## src/rtl/serial_arith_pkg.sv

```systemverilog
// Shared definitions for the bit-serial arithmetic blocks: state encoding,
// default operand width and a constant-evaluable ceil(log2) helper.
package serial_arith_pkg;

  typedef enum logic {
    ST_IDLE = 1'b0,
    ST_RUN  = 1'b1
  } serial_state_t;

  localparam int SERIAL_WIDTH_DEF = 4;

  // Returns at least 1 so a counter declared from it is never zero-width.
  function automatic int clog2(input int value);
    int r;
    r = 0;
    while ((1 << r) < value) begin
      r = r + 1;
    end
    return (r < 1) ? 1 : r;
  endfunction

endpackage

```

## src/rtl/full_subtractor.sv

```systemverilog
// Single-bit full subtractor cell: d = a - b - bin, bout = borrow to next bit.
module full_subtractor (
  input  logic a,
  input  logic b,
  input  logic bin,
  output logic d,
  output logic bout
);

  assign d    = a ^ b ^ bin;
  assign bout = (~a & b) | (~a & bin) | (b & bin);

endmodule

```

## src/rtl/serial_borrow_subtractor.sv

```systemverilog
// Bit-serial subtractor, Dout = A - B - Bin, LSB first, one bit per clock.
// Optional signed-overflow flag output enabled by SERIAL_SUB_SIGNED_OVF_EN.
//
//   state   | meaning
//   --------+---------------------------------------------------------------
//   ST_IDLE | waiting for start; Dout/Bout hold the last completed result
//   ST_RUN  | one operand bit per edge through the full subtractor cell
module serial_borrow_subtractor
  import serial_arith_pkg::*;
#(
  parameter int WIDTH = SERIAL_WIDTH_DEF
) (
  input  logic             clk,
  input  logic             rst,
  input  logic             start,
  input  logic [WIDTH-1:0] A,
  input  logic [WIDTH-1:0] B,
  input  logic             Bin,
  output logic             busy,
  output logic             done,
  output logic [WIDTH-1:0] Dout,
  output logic             Bout
`ifdef SERIAL_SUB_SIGNED_OVF_EN
  ,
  output logic             ovf
`endif
);

  localparam int CNT_W = clog2(WIDTH);
  localparam logic [CNT_W-1:0] CNT_LAST = CNT_W'(WIDTH - 1);

  serial_state_t    state_q, state_d;
  logic [WIDTH-1:0] a_sh_q, a_sh_d;
  logic [WIDTH-1:0] b_sh_q, b_sh_d;
  logic             borrow_q, borrow_d;
  // Only WIDTH-1 bits are stored; the final bit comes straight from the cell.
  logic [WIDTH-2:0] res_q, res_d;
  logic [CNT_W-1:0] cnt_q, cnt_d;
  logic             busy_d, done_d;
  logic [WIDTH-1:0] dout_d;
  logic             bout_d;
  logic [WIDTH-1:0] res_full;
  logic             fs_d, fs_bout;

`ifdef SERIAL_SUB_SIGNED_OVF_EN
  logic a_sgn_q, a_sgn_d;
  logic b_sgn_q, b_sgn_d;
  logic ovf_d;
`endif

  full_subtractor u_fs (
    .a    (a_sh_q[0]),
    .b    (b_sh_q[0]),
    .bin  (borrow_q),
    .d    (fs_d),
    .bout (fs_bout)
  );

  assign res_full = {fs_d, res_q};

  always_comb begin
    state_d  = state_q;
    a_sh_d   = a_sh_q;
    b_sh_d   = b_sh_q;
    borrow_d = borrow_q;
    res_d    = res_q;
    cnt_d    = cnt_q;
    busy_d   = busy;
    done_d   = 1'b0;
    dout_d   = Dout;
    bout_d   = Bout;
`ifdef SERIAL_SUB_SIGNED_OVF_EN
    a_sgn_d  = a_sgn_q;
    b_sgn_d  = b_sgn_q;
    ovf_d    = ovf;
`endif
    unique case (state_q)
      ST_IDLE: begin
        if (start) begin
          a_sh_d   = A;
          b_sh_d   = B;
          borrow_d = Bin;
          res_d    = '0;
          cnt_d    = '0;
          busy_d   = 1'b1;
          state_d  = ST_RUN;
`ifdef SERIAL_SUB_SIGNED_OVF_EN
          a_sgn_d  = A[WIDTH-1];
          b_sgn_d  = B[WIDTH-1];
`endif
        end
      end
      ST_RUN: begin
        a_sh_d   = a_sh_q >> 1;
        b_sh_d   = b_sh_q >> 1;
        borrow_d = fs_bout;
        res_d    = res_full[WIDTH-1:1];
        cnt_d    = cnt_q + CNT_W'(1);
        if (cnt_q == CNT_LAST) begin
          cnt_d   = '0;
          dout_d  = res_full;
          bout_d  = fs_bout;
          done_d  = 1'b1;
          busy_d  = 1'b0;
          state_d = ST_IDLE;
`ifdef SERIAL_SUB_SIGNED_OVF_EN
          ovf_d   = (a_sgn_q != b_sgn_q) && (res_full[WIDTH-1] != a_sgn_q);
`endif
        end
      end
      default: state_d = ST_IDLE;
    endcase
  end

  always_ff @(posedge clk or posedge rst) begin
    if (rst) begin
      state_q  <= ST_IDLE;
      a_sh_q   <= '0;
      b_sh_q   <= '0;
      borrow_q <= 1'b0;
      res_q    <= '0;
      cnt_q    <= '0;
      busy     <= 1'b0;
      done     <= 1'b0;
      Dout     <= '0;
      Bout     <= 1'b0;
`ifdef SERIAL_SUB_SIGNED_OVF_EN
      a_sgn_q  <= 1'b0;
      b_sgn_q  <= 1'b0;
      ovf      <= 1'b0;
`endif
    end else begin
      state_q  <= state_d;
      a_sh_q   <= a_sh_d;
      b_sh_q   <= b_sh_d;
      borrow_q <= borrow_d;
      res_q    <= res_d;
      cnt_q    <= cnt_d;
      busy     <= busy_d;
      done     <= done_d;
      Dout     <= dout_d;
      Bout     <= bout_d;
`ifdef SERIAL_SUB_SIGNED_OVF_EN
      a_sgn_q  <= a_sgn_d;
      b_sgn_q  <= b_sgn_d;
      ovf      <= ovf_d;
`endif
    end
  end

endmodule

```

## config.mk

```make
export PLATFORM = sky130hd
export DESIGN_NAME = serial_borrow_subtractor
export DESIGN_NICKNAME = d
export VERILOG_FILES = /design/src/rtl/serial_arith_pkg.sv /design/src/rtl/full_subtractor.sv /design/src/rtl/serial_borrow_subtractor.sv
export SDC_FILE = /design/constraint.sdc
export NUM_CORES = 1
export LEC_CHECK = 0
export BUFFER_PORTS_ARGS = -buffer_cell sky130_fd_sc_hd__buf_2
export CAP_MARGIN = 20
export CELL_PAD_IN_SITES_DETAIL_PLACEMENT = 0
export CELL_PAD_IN_SITES_GLOBAL_PLACEMENT = 1
export CORE_UTILIZATION = 30
export DETAILED_ROUTE_END_ITERATION = 12
export GPL_ROUTABILITY_DRIVEN = 0
export PLACE_DENSITY = 0.58
export SETUP_SLACK_MARGIN = 0.4
export SLEW_MARGIN = 30
export SYNTH_ARGS = -nofsm -noshare
export SYNTH_HDL_FRONTEND = slang
export SYNTH_SLANG_ARGS = --single-unit
```

## constraint.sdc

```tcl
create_clock -name clk -period 2.1 [get_ports clk]
set_input_delay 0.21 -clock clk [delete_from_list [all_inputs] [get_ports clk]]
set_output_delay 0.21 -clock clk [all_outputs]
set_load 0.01 [all_outputs]
```

; ---- Yosys cells after proc, flatten, opt, wreduce, memory -nomap -nowiden
; Cells that the tools add are included.
[classes]
addsub = 1
eq_ne = 3
mux = 19
bitwise = 9
n_reduce_logical = 2
[op_table]
columns = op, count
row1 = one-hot mux 4 bit (2 select lines), 2
row2 = two-way mux 4 bit, 2
row3 = two-way mux 1 bit, 7
row4 = one-hot mux 1 bit (2 select lines), 3
row5 = one-hot mux 3 bit (2 select lines), 1
row6 = two-way mux 2 bit, 2
row7 = one-hot mux 2 bit (2 select lines), 1
row8 = AND reduction 2 bit, 2
row9 = AND 1 bit, 3
row10 = two-way mux 3 bit, 1
row11 = adder 2 x 1 -> 2 bit (second input constant), 1
row12 = equality test 2 bit (second input constant), 1
row13 = inequality test 2 x 1 -> 1 bit (second input constant), 1
row14 = inequality test 2 bit (second input constant), 1
row15 = inverter 1 bit, 2
row16 = bitwise OR 1 bit, 2
row17 = XOR 1 bit, 2
[totals]
regBits = 22
inputBits = 12
output_inout_bits = 7
word_cells = 44

; ---- Longest topological paths before layout
; Gate-level depths: netlist (run 1).
[depth]
depth_word = 5
mapped_depth = 4
depth_no_buf = 4

; ---- Hierarchy
; From an unflattened synthesis (run 1), not the netlist that was laid out.
[unflattened]
cells_unflattened = 82
hier_area_um2 = 991.0
[by_module_without_submodules]
columns = mod, n_inst, cells_each, area_each_um2, seq_area_each_um2
row1 = serial_borrow_subtractor, 1, 79, 963.4, 550.5
row2 = full_subtractor, 1, 3, 27.5, 0.0

; ---- Worst setup path before layout (run 1)
; No wires, ideal clock.
[synth_path]
path_type = reg2reg
from = register borrow_q
to = register Bout
setup_ns = 0.125
t_arrival_ns = 1.066
required_ns = 1.975
slack_ns = 0.909
stages_incl_launch_ff = 3
n_path_buf = 0
period_less_slack_ns = 1.191
cell_sequence = dfrtp_1 -> fa_1 -> mux2_4
[synth_via]
elab_chain_len = 3
elab_cells_between_ends = 4
classes_between = bitwise (4)
[synth_rtl]
columns = element, line_no
row1 = start: declaration, serial_borrow_subtractor.sv:35  ; logic borrow_q, borrow_d;
row2 = start signal: assignment, serial_borrow_subtractor.sv:136  ; borrow_q <= borrow_d;
row3 = AND 1 bit, full_subtractor.sv:11  ; assign bout = (~a & b) | (~a & bin) | (b & bin);
row4 = bitwise OR 1 bit, full_subtractor.sv:11
row5 = bitwise OR 1 bit *, full_subtractor.sv:11
row6 = via fs_bout, serial_borrow_subtractor.sv:43  ; logic fs_d, fs_bout;
row7 = end signal: assignment, serial_borrow_subtractor.sv:142  ; Bout <= bout_d;
row8 = end: declaration, serial_borrow_subtractor.sv:22  ; output logic Bout
; Mark *: on every way through the listed nets, which the timed path passes. The rest lies on a longest branch.
; A chain may end at the register's enable or synchronous reset.

; ---- Final worst setup path (run 1)
; Same ends and word-level chain as after synthesis.

==> results of run 1 <==
layout make-up:
cell class	instances	area (um2)	share of cell area, %
Clock buffer	4	36.3	3.24
Multi-Input combinational cell	48	362	32.3
Tap cell	44	55.1	4.92
Timing Repair Buffer	19	97.6	8.72
Inverter	5	18.8	1.68
Sequential cell	22	551	49.2
power breakdown:
group          switching (mW)  total, mW  leakage [nW]  internal, mW
combinational           0.265      0.563         0.286         0.298
sequential              0.127      0.729         0.278         0.602
clock                   0.128      0.234        0.0210         0.106
Yosys cell counts:
cell type  number
a21oi_1         1
ha_1            1
mux2_4          4
buf_4           2
a21o_1          1
o21ai_1         5
nand2_4         1
a22o_1          1
inv_1           5
o22ai_1         1
buf_8           1
nand2_1         9
nor2_1          4
nor3b_1         1
fa_1            1
nand2b_1        3
mux2i_1        11
dfrtp_1        22
buf_2           2
o21ai_0         4
logic make-up after synthesis:
logic type / after synthesis / share of synthesized area [%]
buf+inv: 10 / 6.06
fa+ha+maj: 2 / 3.35
flops: 22 / 56.7
simple gates: 18 / 8.89
mux: 15 / 17.5
compound gates: 13 / 7.47
layer usage:
metal | track usage, % | up-vias | wire length (um)
li1 | - | 304 | -
met1 | 13.2 | 287 | 736
met2 | 14.8 | 19 | 676
met3 | 4.62 | 2 | 95
met4 | 3.06 | 0 | 13
met5 | 0 | - | 0
sequential cells by signal, summed over array words and instances, names as in the netlist:
| name | count |
|---|---|
| Dout | 4 |
| a_sh_q | 4 |
| b_sh_q | 4 |
| res_q | 3 |
| cnt_q | 2 |
| Bout | 1 |
| borrow_q | 1 |
| busy | 1 |
| done | 1 |
| state_q | 1 |
worst paths after layout:
path	endpoint	slack [ns]	startpoint
min in group clk	b_sh_q[3]$_DFFE_PP0P_	0.14	B[3]
hold / removal	cnt_q[1]$_DFFE_PP0P_	0.03	rst
setup reg to reg	Bout$_DFFE_PP0P_	0.83	borrow_q$_DFFE_PP0P_
setup / recovery	Bout$_DFFE_PP0P_	0.83	borrow_q$_DFFE_PP0P_
hold reg to reg	a_sh_q[1]$_DFFE_PP0P_	0.50	a_sh_q[2]$_DFFE_PP0P_
max in group asynchronous	b_sh_q[3]$_DFFE_PP0P_	1.57	rst
stage by stage:
stage	setup slack, ns	util, %	total power [mW]	hold WS [ns]
detailed placement	0.844	35.5	1.32	0.418
finish	0.834	36.7	1.53	0.0297
global placement	0.863	35.5	1.30	0.424
global route	0.753	36.7	1.65	0.107
CTS	0.829	36.7	1.55	0.0705
floorplan	0.909	-	1.16	0.199
==> key figures, run 1 <==
Detailed routing
  • Post-route DRC: 0
  • ANT nets after route: 0
  • Per-cell routed wire length: 10.7 um
  • Initial drt markers: 22
  • Vias post-DR: 612
  • Drt pass-1 iters: 4
  • DR vias/cell: approximately 4.3
  • Drt total wl: about 1.5 mm

Power
  • Pleak: 0.585 nW
  • Peak supply drop: between 600 and 700 uV
  • Power per cell area: 1360 mW/mm2

Finish
  • Inserted Diodes: 0
  • Most frequent cells in the layout: dfrtp_1, buf_2, mux2i_1
  • Most common cell after layout, fill and taps aside: dfrtp_1
  • Layout area overhead: 15.3%
  • Filler Cells Inserted: approximately 330
  • Layout cells sized above 1: roughly 29%
  • Final instance count without filler cells: roughly 140
  • Design area: ~0.0011 mm2
  • Nets: roughly 110

Worst setup path
  • Startpoint types: flop
  • Max stage delay on crit path: 0.46 ns
  • WS Path Type: flop to flop
  • Crit path capture type: flop
  • Delay-heaviest family, CP: adder cells
  • Critical path's slowest cell: fa_1
  • Cell Chain, Critical Path: fa_1 -> mux2_4
  • Worst Path Arrival: roughly 1.5 ns
  • Required @ worst endpoint: around 2.3 ns
  • Worst-path fanout max: 2
  • Worst R2R Path Depth: 2
  • WP depth: 2
  • Buffers & Inverters on Critical Path: 0

Synth
  • Warnings, synthesis: 0
  • Mapped Cells: 80
  • Main area contributors after synthesis: dfrtp_1, mux2i_1, mux2_4, nand2_1, o21ai_1
  • Yosys top cell area share: between 50% and 60%
  • Post-synthesis sequential area ratio: between 50% and 60%
  • Synthesized Nets: 94
  • Mapped Area: 971 um2
  • Cell taking the most area after synthesis: dfrtp_1
  • Synth cell types: 20
  • Seq cells post-synth: 22
  • Post-Syn Area per Cell: around 12 um2

Clock tree
  • Root Driver: clkbuf_4
  • CTS tree: done
  • Max clock buf depth: 2
  • Worst-Skew Late Latency: approximately 0.31 ns
  • Clock transition at path regs: 0.13 ns
  • # Post-CTS Setup Buffers: 0
  • H-tree depth: 1
  • Post-cts resize count: 0
  • Number of CTS-inserted buffers: 3
  • CTS sink cnt: 22
  • Cts hold-fix bufs: 0

Die
  • Die H: between 50 and 60 um
  • Core area: between 0.003 and 0.004 mm2
  • Ports: 19
  • Initial Util: between 30% and 40%
  • Die area: between 0.003 and 0.004 mm2
  • Die W: a little under 60 um
  • Site row count: 20

Global routing
  • First-pass GRT wire length: 2.56 mm
  • Initial antenna violation count: 0
  • Largest net degree at the start of global routing: 23
  • Vias in the first global route: roughly 580
  • Total track usage: between 10% and 20%
  • Overflow after GRT: 0

Timing
  • Slew margin rel.: 46.4%
  • Fmax: between 700 and 800 MHz
  • Worst slew pin tran: 0.804 ns
  • Fin. Hold Viols: 0
  • Unrepaired setup endpoints after global routing: no
  • Sum Neg Setup Slack: 0 ns
  • Period minus WS final: between 1 and 1.5 ns
  • Final setup viols: 0
  • Max-slew violation count: 0
  • Final clock skew: 0.00871 ns
  • Period utilisation layout: around 60%

Job
  • Total of max-cap violations: 0

Placed design
  • Dpl cells: 138
  • HPWL Detailed: 1.08 mm
  • Post-place instance area: approximately 0.0011 mm2
  • Port Buffer Count: 18

Worst hold path
  • Hold Path Class: primary input to asynchronous set/reset pin

Outcome
  • Status: complete, no violations
Power figures use the tool's default switching activity.
==> run 2, diff against run 1 <==
--- a/config.mk
+++ b/config.mk
@@ -5,6 +5,7 @@
 export SDC_FILE = /design/constraint.sdc
 export NUM_CORES = 1
 export LEC_CHECK = 0
+export ABC_AREA = 1
 export BUFFER_PORTS_ARGS = -buffer_cell sky130_fd_sc_hd__buf_2
 export CAP_MARGIN = 20
 export CELL_PAD_IN_SITES_DETAIL_PLACEMENT = 0
@@ -12,7 +13,7 @@
 export CORE_UTILIZATION = 30
 export DETAILED_ROUTE_END_ITERATION = 12
 export GPL_ROUTABILITY_DRIVEN = 0
-export PLACE_DENSITY = 0.58
+export PLACE_DENSITY = 0.6
 export SETUP_SLACK_MARGIN = 0.4
 export SLEW_MARGIN = 30
 export SYNTH_ARGS = -nofsm -noshare
==> constraint.sdc (replaced) <==
create_clock -name clk -period 1.2 [get_ports clk]
set_input_delay 0.12 -clock clk [delete_from_list [all_inputs] [get_ports clk]]
set_output_delay 0.12 -clock clk [all_outputs]
set_load 0.01 [all_outputs]
==> key figures, run 2 <==
Power
  • Comb pwr share: 51.6% (+15 points)
  • Sw Share: 37.7% (+3.6 points)
  • Power per cell area: 2410 mW/mm2 (+77%)
  • P_sw: 1.30 mW (+150%)
  • Cell internal pwr: 2.15 mW (+110%)
  • Reg power frac: 36.7% (-11 points)
  • Pleak: 0.722 nW (+24%)
  • Clock power frac: 11.6% (-3.7 points)
  • Peak supply drop: 759 uV (+23%)

Synth
  • Synth cell types: 17 (-15%)
  • Post-synthesis sequential area ratio: 57.7% (+0.97 points)
  • Yosys top cell area share: 57.7% (+0.97 points)
  • Most common cell in the synthesized netlist: nand2_1
  • Seq cells post-synth: 22 (unchanged)
  • Main area contributors after synthesis: dfrtp_1, nand2_1, nand3_1, inv_1, fa_1
  • Post-synth ARST share: 100% (unchanged)
  • Post-synth EDFFs: 0 (unchanged)
  • Mapped Cells: 99 (+24%)
  • Synth cell count leaders: nand2_1, dfrtp_1, nand3_1
  • Post-Syn Area per Cell: 9.64 um2 (-21%)
  • Mapped Area: 955 um2 (-1.7%)
  • Cell taking the most area after synthesis: dfrtp_1
  • Synthesized Nets: 113 (+20%)
  • Top_reg_cell synth: dfrtp_1
  • Warnings, synthesis: 0 (unchanged)

Detailed routing
  • Vias post-DR: 770 (+26%)
  • Drt total wl: 1.94 mm (+27%)
  • Initial drt markers: 8 (-64%)
  • Per-cell routed wire length: 10.8 um (+0.30%)
  • Post-route DRC: 0 (unchanged)
  • Drt pass-1 iters: 3 (-1)
  • DR vias/cell: 4.28 (-0.74%)
  • ANT nets after route: 0 (unchanged)

Die
  • Die H: 58.4 um (-0.82%)
  • Core area: 0.00303 mm2 (-0.82%)
  • Initial Util: 31.5% (-0.27 points)
  • Site row count: 20 (unchanged)
  • Die area: 0.00341 mm2 (-1.6%)
  • Ports: 19 (unchanged)
  • Die W: 58.4 um (-0.82%)

Worst setup path
  • Crit path capture type: flop
  • WS Path Type: flop to flop
  • Worst r2r src: b_sh_q[0]$_DFFE_PP0P_
  • Critical path's slowest cell: fa_1
  • R2r endpoint: Dout[3]$_DFFE_PP0P_
  • Worst Path Arrival: 1.35 ns (-0.13 ns)
  • Buffers & Inverters on Critical Path: 0 (unchanged)
  • Worst R2R Path Depth: 2 (unchanged)
  • R2r setup slk: 0.06 ns (-0.78 ns)
  • Max stage delay on crit path: 0.56 ns (+0.10 ns)
  • Required @ worst endpoint: 1.40 ns (-0.91 ns)
  • Startpoint types: flop
  • Worst-path fanout max: 2 (unchanged)
  • Delay-heaviest family, CP: adder cells
  • Cell Chain, Critical Path: fa_1 -> o21ai_1

Global routing
  • M1 GR Usage: 16.8% (+3.5 points)
  • GR Layer Usage met2: 23.8% (+9.0 points)
  • Grt peak-use layer: met2
  • Overflow after GRT: 0 (unchanged)
  • Initial antenna violation count: 0 (unchanged)
  • Vias in the first global route: 795 (+38%)
  • First-pass GRT wire length: 3.53 mm (+38%)
  • Largest net degree at the start of global routing: 23 (unchanged)
  • Total track usage: 13.7% (+3.6 points)
  • M3 GR Usage: 2.64% (-2.0 points)

Worst hold path
  • Hold Path End: a_sh_q[3]$_DFFE_PP0P_
  • Hold_sp: A[3]
  • Hold depth: 3
  • Hold Path Class: primary input to flop

Finish
  • Nets: 151 (+34%)
  • Core Util, Final: 47.1% (+10 points)
  • Inserted Diodes: 0 (unchanged)
  • Biggest registers after layout: Dout (4), a_sh_q (4), b_sh_q (4)
  • Layout area overhead: 49.4%
  • Most frequent cells in the layout: nand2_1, dfrtp_1, buf_2
  • Most common cell after layout, fill and taps aside: nand2_1
  • Layout cells sized above 1: 51.5% (+23 points)

Clock tree
  • Clock transition at path regs: 0.12 ns (about the same)
  • Worst-Skew Late Latency: 0.30 ns (about the same)
  • CTS tree: done
  • CTS sink cnt: 22 (unchanged)
  • Max clock buf depth: 2 (unchanged)
  • Root Driver: clkbuf_4
  • Number of CTS-inserted buffers: 3 (unchanged)
  • H-tree depth: 1 (unchanged)

Timing
  • Slew margin rel.: 81.2% (+35 points)
  • Period minus WS final: 1.14 ns (-0.122 ns)
  • Final clock skew: 0.00280 ns (-0.00590 ns)
  • Sum Neg Setup Slack: 0 ns (unchanged)
  • Max-slew violation count: 0 (unchanged)
  • Fmax: 874 MHz (+11%)
  • Period utilisation layout: 95.3% (+35 points)
  • Worst slew pin tran: 0.282 ns (-0.521 ns)
  • Final setup viols: 0 (unchanged)
  • Fin. Hold Viols: 0 (unchanged)
  • Unrepaired setup endpoints after global routing: yes

Placed design
  • HPWL Detailed: 1.22 mm (+13%)
  • Port Buffer Count: 18 (unchanged)

Job
  • Total of max-cap violations: 0 (unchanged)

Outcome
  • Status: complete, no violations
-- run 2: cell count changes after synthesis, sizes merged, moves of 2 or more --
cell and delta:
buf -2, mux2 -4, mux2i -11, nand2 +28, nand2b -3, nand3 +16
o21ai -3
-- run 2: cells by family (layout without fill, tap and decap cells) --
kind of cell	after synthesis	in the layout	share of synthesized area [%]
simple gates	57	58	27.0
flops	22	22	57.7
buf+inv	11	47	7.47
compound gates	7	7	4.45
fa+ha+maj	2	2	3.41
-- run 2: worst reg2reg max path: cells and delay by family, from the launching register on --
| kind | cells | cell delay [ns] |
|---|---|---|
| AOI/OAI and AO/OA | 1 | 0.07 |
| adders and majority gates | 1 | 0.56 |
| DFF | 1 | 0.42 |
-- run 2: final cells by class --
| type | instances | area, um2 |
|---|---|---|
| repair buffers | 36 | 275 |
| clock buffers | 4 | 36.3 |
| fillers | 293 | 1600 |
| inverters | 7 | 41.3 |
| well taps | 44 | 55.1 |
| multi-input cells | 67 | 467 |
| flip-flops and latches | 22 | 552 |
-- run 2: metrics by stage --
step                total power [mW]  cell area, um2  cells  setup WS [ns]  hold slack [ns]
finish                          3.44            1430    180         0.0560           0.0478
CTS                             3.38            1400    178         0.0556           0.0294
floorplan                       2.11            1010     99          0.112            0.109
global placement                2.32            1130    160         0.0810            0.171
global route                    3.74            1430    180         0.0117           0.0314
detailed placement              2.35            1130    160         0.0626            0.170
-- run 2: power groups by stage --
stage	sequential [mW]	combinational, mW	clock [mW]
final	1.26	1.78	0.401
after global routing	1.31	1.97	0.459
after CTS	1.27	1.68	0.434
after detailed placement	1.26	1.10	0
after global placement	1.25	1.08	0
after floorplan	1.28	0.834	0
-- run 2: how the worst max path moves through the flow --
stage | start | to | slack (ns) | cells after the start
after CTS | b_sh_q[0]$_DFFE_PP0P_ | Dout[3]$_DFFE_PP0P_ | 0.06 | 2
after detailed placement | a_sh_q[0]$_DFFE_PP0P_ | res_q[2]$_DFFE_PP0P_ | 0.06 | 3
final | b_sh_q[0]$_DFFE_PP0P_ | Dout[3]$_DFFE_PP0P_ | 0.06 | 2
after global routing | b_sh_q[0]$_DFFE_PP0P_ | borrow_q$_DFFE_PP0P_ | 0.01 | 3
after floorplan | a_sh_q[0]$_DFFE_PP0P_ | Dout[3]$_DFFE_PP0P_ | 0.11 | 3
after global placement | a_sh_q[0]$_DFFE_PP0P_ | res_q[2]$_DFFE_PP0P_ | 0.08 | 3
-- run 2: repair_timing --
item	CTS	global route
resized for setup	23	5
endpoints found under the setup margin	29	29
hold buffers	1	0
cloned	1	0
pin swaps	11	5
hold endpoints to repair	22	0
buffers inserted	12	2
-- run 2: routing by layer --
layer,vias to the layer above,routed length [um]
met5,-,0
met4,0,13
met3,2,68
met2,14,997
met1,360,855
li1,394,-
==> run 3, diff against run 2 <==
--- a/config.mk
+++ b/config.mk
@@ -10,6 +10,7 @@
 export CAP_MARGIN = 20
 export CELL_PAD_IN_SITES_DETAIL_PLACEMENT = 0
 export CELL_PAD_IN_SITES_GLOBAL_PLACEMENT = 1
+export CORE_MARGIN = 2
 export CORE_UTILIZATION = 30
 export DETAILED_ROUTE_END_ITERATION = 12
 export GPL_ROUTABILITY_DRIVEN = 0
==> key figures, run 3 (synthesis results as in run 2) <==
Worst setup path
  • Worst Path Arrival: 1.36 ns (about the same)
  • Worst-path fanout max: 2 (unchanged)
  • Max stage delay on crit path: 0.58 ns (+0.02 ns)
  • Startpoint types: flop
  • Cell Chain, Critical Path: fa_2 -> o21ai_1
  • WS Path Type: flop to flop
  • Crit path capture type: flop
  • Required @ worst endpoint: 1.40 ns (about the same)
  • Critical path's slowest cell: fa_2

Die
  • Die W: 60.4 um (+3.4%)
  • Core area: 0.00303 mm2 (unchanged)
  • Site row count: 20 (unchanged)
  • Die H: 60.4 um (+3.4%)
  • Initial Util: 31.5% (unchanged)
  • Ports: 19 (unchanged)
  • Die area: 0.00365 mm2 (+7.0%)

Outcome
  • Status: complete, no violations

Finish
  • Area of the multi-input gates: 532 um2 (+14%)
  • Filler Cells Inserted: 283 (-3.4%)
  • Nets: 158 (+4.6%)
  • Core Util, Final: 52.4% (+5.3 points)
  • Biggest registers after layout: Dout (4), a_sh_q (4), b_sh_q (4)
  • Seq. cell area: 552 um2 (unchanged)
  • Final instance count without filler cells: 187 (+3.9%)
  • Layout area overhead: 66.2%
  • Inserted Diodes: 0 (unchanged)
  • Most frequent cells in the layout: dfrtp_1, nand2_1, buf_2
  • Layout cells sized above 1: 61.5% (+10 points)

Timing
  • Final setup viols: 0 (unchanged)
  • Period utilisation layout: 96.5% (+1.1 points)
  • Slew margin rel.: 80.6% (-0.61 points)
  • Worst slew pin tran: 0.291 ns (+0.00911 ns)
  • Final clock skew: 0.00672 ns (+0.00391 ns)
  • Fmax: 864 MHz (-1.2%)
  • Period minus WS final: 1.16 ns (+0.0134 ns)
  • Final WS setup: 0.0426 ns (-0.0134 ns)
  • Max-slew violation count: 0 (unchanged)
  • Unrepaired setup endpoints after global routing: yes
  • Sum Neg Setup Slack: 0 ns (unchanged)
  • Fin. Hold Viols: 0 (unchanged)

Clock tree
  • Worst-Skew Late Latency: 0.30 ns (about the same)
  • CTS tree: done
  • CTS sink cnt: 22 (unchanged)
  • Number of CTS-inserted buffers: 3 (unchanged)
  • Root Driver: clkbuf_4
  • Clock transition at path regs: 0.12 ns (about the same)
  • Max clock buf depth: 2 (unchanged)
  • H-tree depth: 1 (unchanged)

Detailed routing
  • Drt pass-1 iters: 4 (+1)
  • Drt total wl: 2.31 mm (+19%)
  • Initial drt markers: 16 (+8)
  • Post-route DRC: 0 (unchanged)
  • ANT nets after route: 0 (unchanged)
  • DR vias/cell: 4.32 (+1.0%)
  • Per-cell routed wire length: 12.3 um (+15%)
  • Vias post-DR: 808 (+4.9%)

Job
  • Total of max-cap violations: 0 (unchanged)

Placed design
  • Dpl cells: 160 (unchanged)
  • Port Buffer Count: 18 (unchanged)
  • HPWL Detailed: 1.25 mm (+2.2%)
  • Pre-CTS WS: 0.0625 ns (-0.000195 ns)

Global routing
  • Vias in the first global route: 779 (-2.0%)
  • Total track usage: 14.8% (+1.2 points)
  • Largest net degree at the start of global routing: 23 (unchanged)
  • Overflow after GRT: 0 (unchanged)
  • First-pass GRT wire length: 3.87 mm (+9.6%)
  • Initial antenna violation count: 0 (unchanged)

Power
  • Tot Pwr: 3.80 mW (+10%)
  • Power per cell area: 2400 mW/mm2 (-0.72%)
  • Pleak: 0.876 nW (+21%)
  • Peak supply drop: 652 uV (-14%)

Worst hold path
  • Hold Path Class: primary input to flop
run 3: path summary, 6_finish.rpt:
| path | from | to | slack (ns) | cells past startpoint |
|---|---|---|---|---|
| hold reg to reg | b_sh_q[3]$_DFFE_PP0P_ | b_sh_q[3]$_DFFE_PP0P_ | 0.51 | 2 |
| setup / recovery | borrow_q$_DFFE_PP0P_ | Dout[3]$_DFFE_PP0P_ | 0.04 | 2 |
| min in group asynchronous | rst | Dout[1]$_DFFE_PP0P_ | 0.38 | 4 |
| hold / removal | A[3] | a_sh_q[3]$_DFFE_PP0P_ | 0.04 | 3 |
| max in group asynchronous | rst | state_q$_DFF_PP0_ | 0.58 | 4 |
| setup reg to reg | borrow_q$_DFFE_PP0P_ | Dout[3]$_DFFE_PP0P_ | 0.04 | 2 |
run 3: worst max-delay path: cells and delay by family, from the launching register on:
family / cells / cell delay, ns
DFF: 1 / 0.42
AOI/OAI and AO/OA: 1 / 0.06
adders and majority gates: 1 / 0.58
run 3: power breakdown:
part	switching [mW]	internal [mW]
registers	0.247	1.05
logic	1.02	1.09
clock network	0.218	0.185
run 3: final cells by class:
cell class	count	share of cell area [%]
clock buffer	4	2.29
sequential	22	34.8
multi-input combinational	67	33.5
inverter	7	2.92
tap	44	3.47
timing repair inverter	1	0.394
timing repair buffer	42	22.6
run 3: metal layers:
layer,global-route usage (%),up-vias,wire length [um]
li1,-,404,-
met5,0,-,0
met2,24.8,21,1160
met4,4.66,0,17
met1,19.6,381,1040
met3,2.77,2,90
run 3: what timing repair did:
| item | CTS | global route |
|---|---|---|
| buffers inserted | 16 | 3 |
| pin swaps | 4 | 9 |
| gates resized for setup | 27 | 22 |
| hold buffers | 1 | 0 |
| hold endpoints to repair | 22 | 0 |
| gates cloned | 3 | 0 |
| endpoints found under the setup margin | 29 | 29 |
run 3: per-stage QoR:
| stage | area (um2) | hold slack (ns) |
|---|---|---|
| 6_report | 1590 | 0.0413 |
| 5_1_grt | 1590 | 0.0212 |
| 4_1_cts | 1480 | 0.0296 |
| 3_5_place_dp | 1130 | 0.175 |
| 3_3_place_gp | 1130 | 0.172 |
| 2_1_floorplan | 1010 | 0.109 |
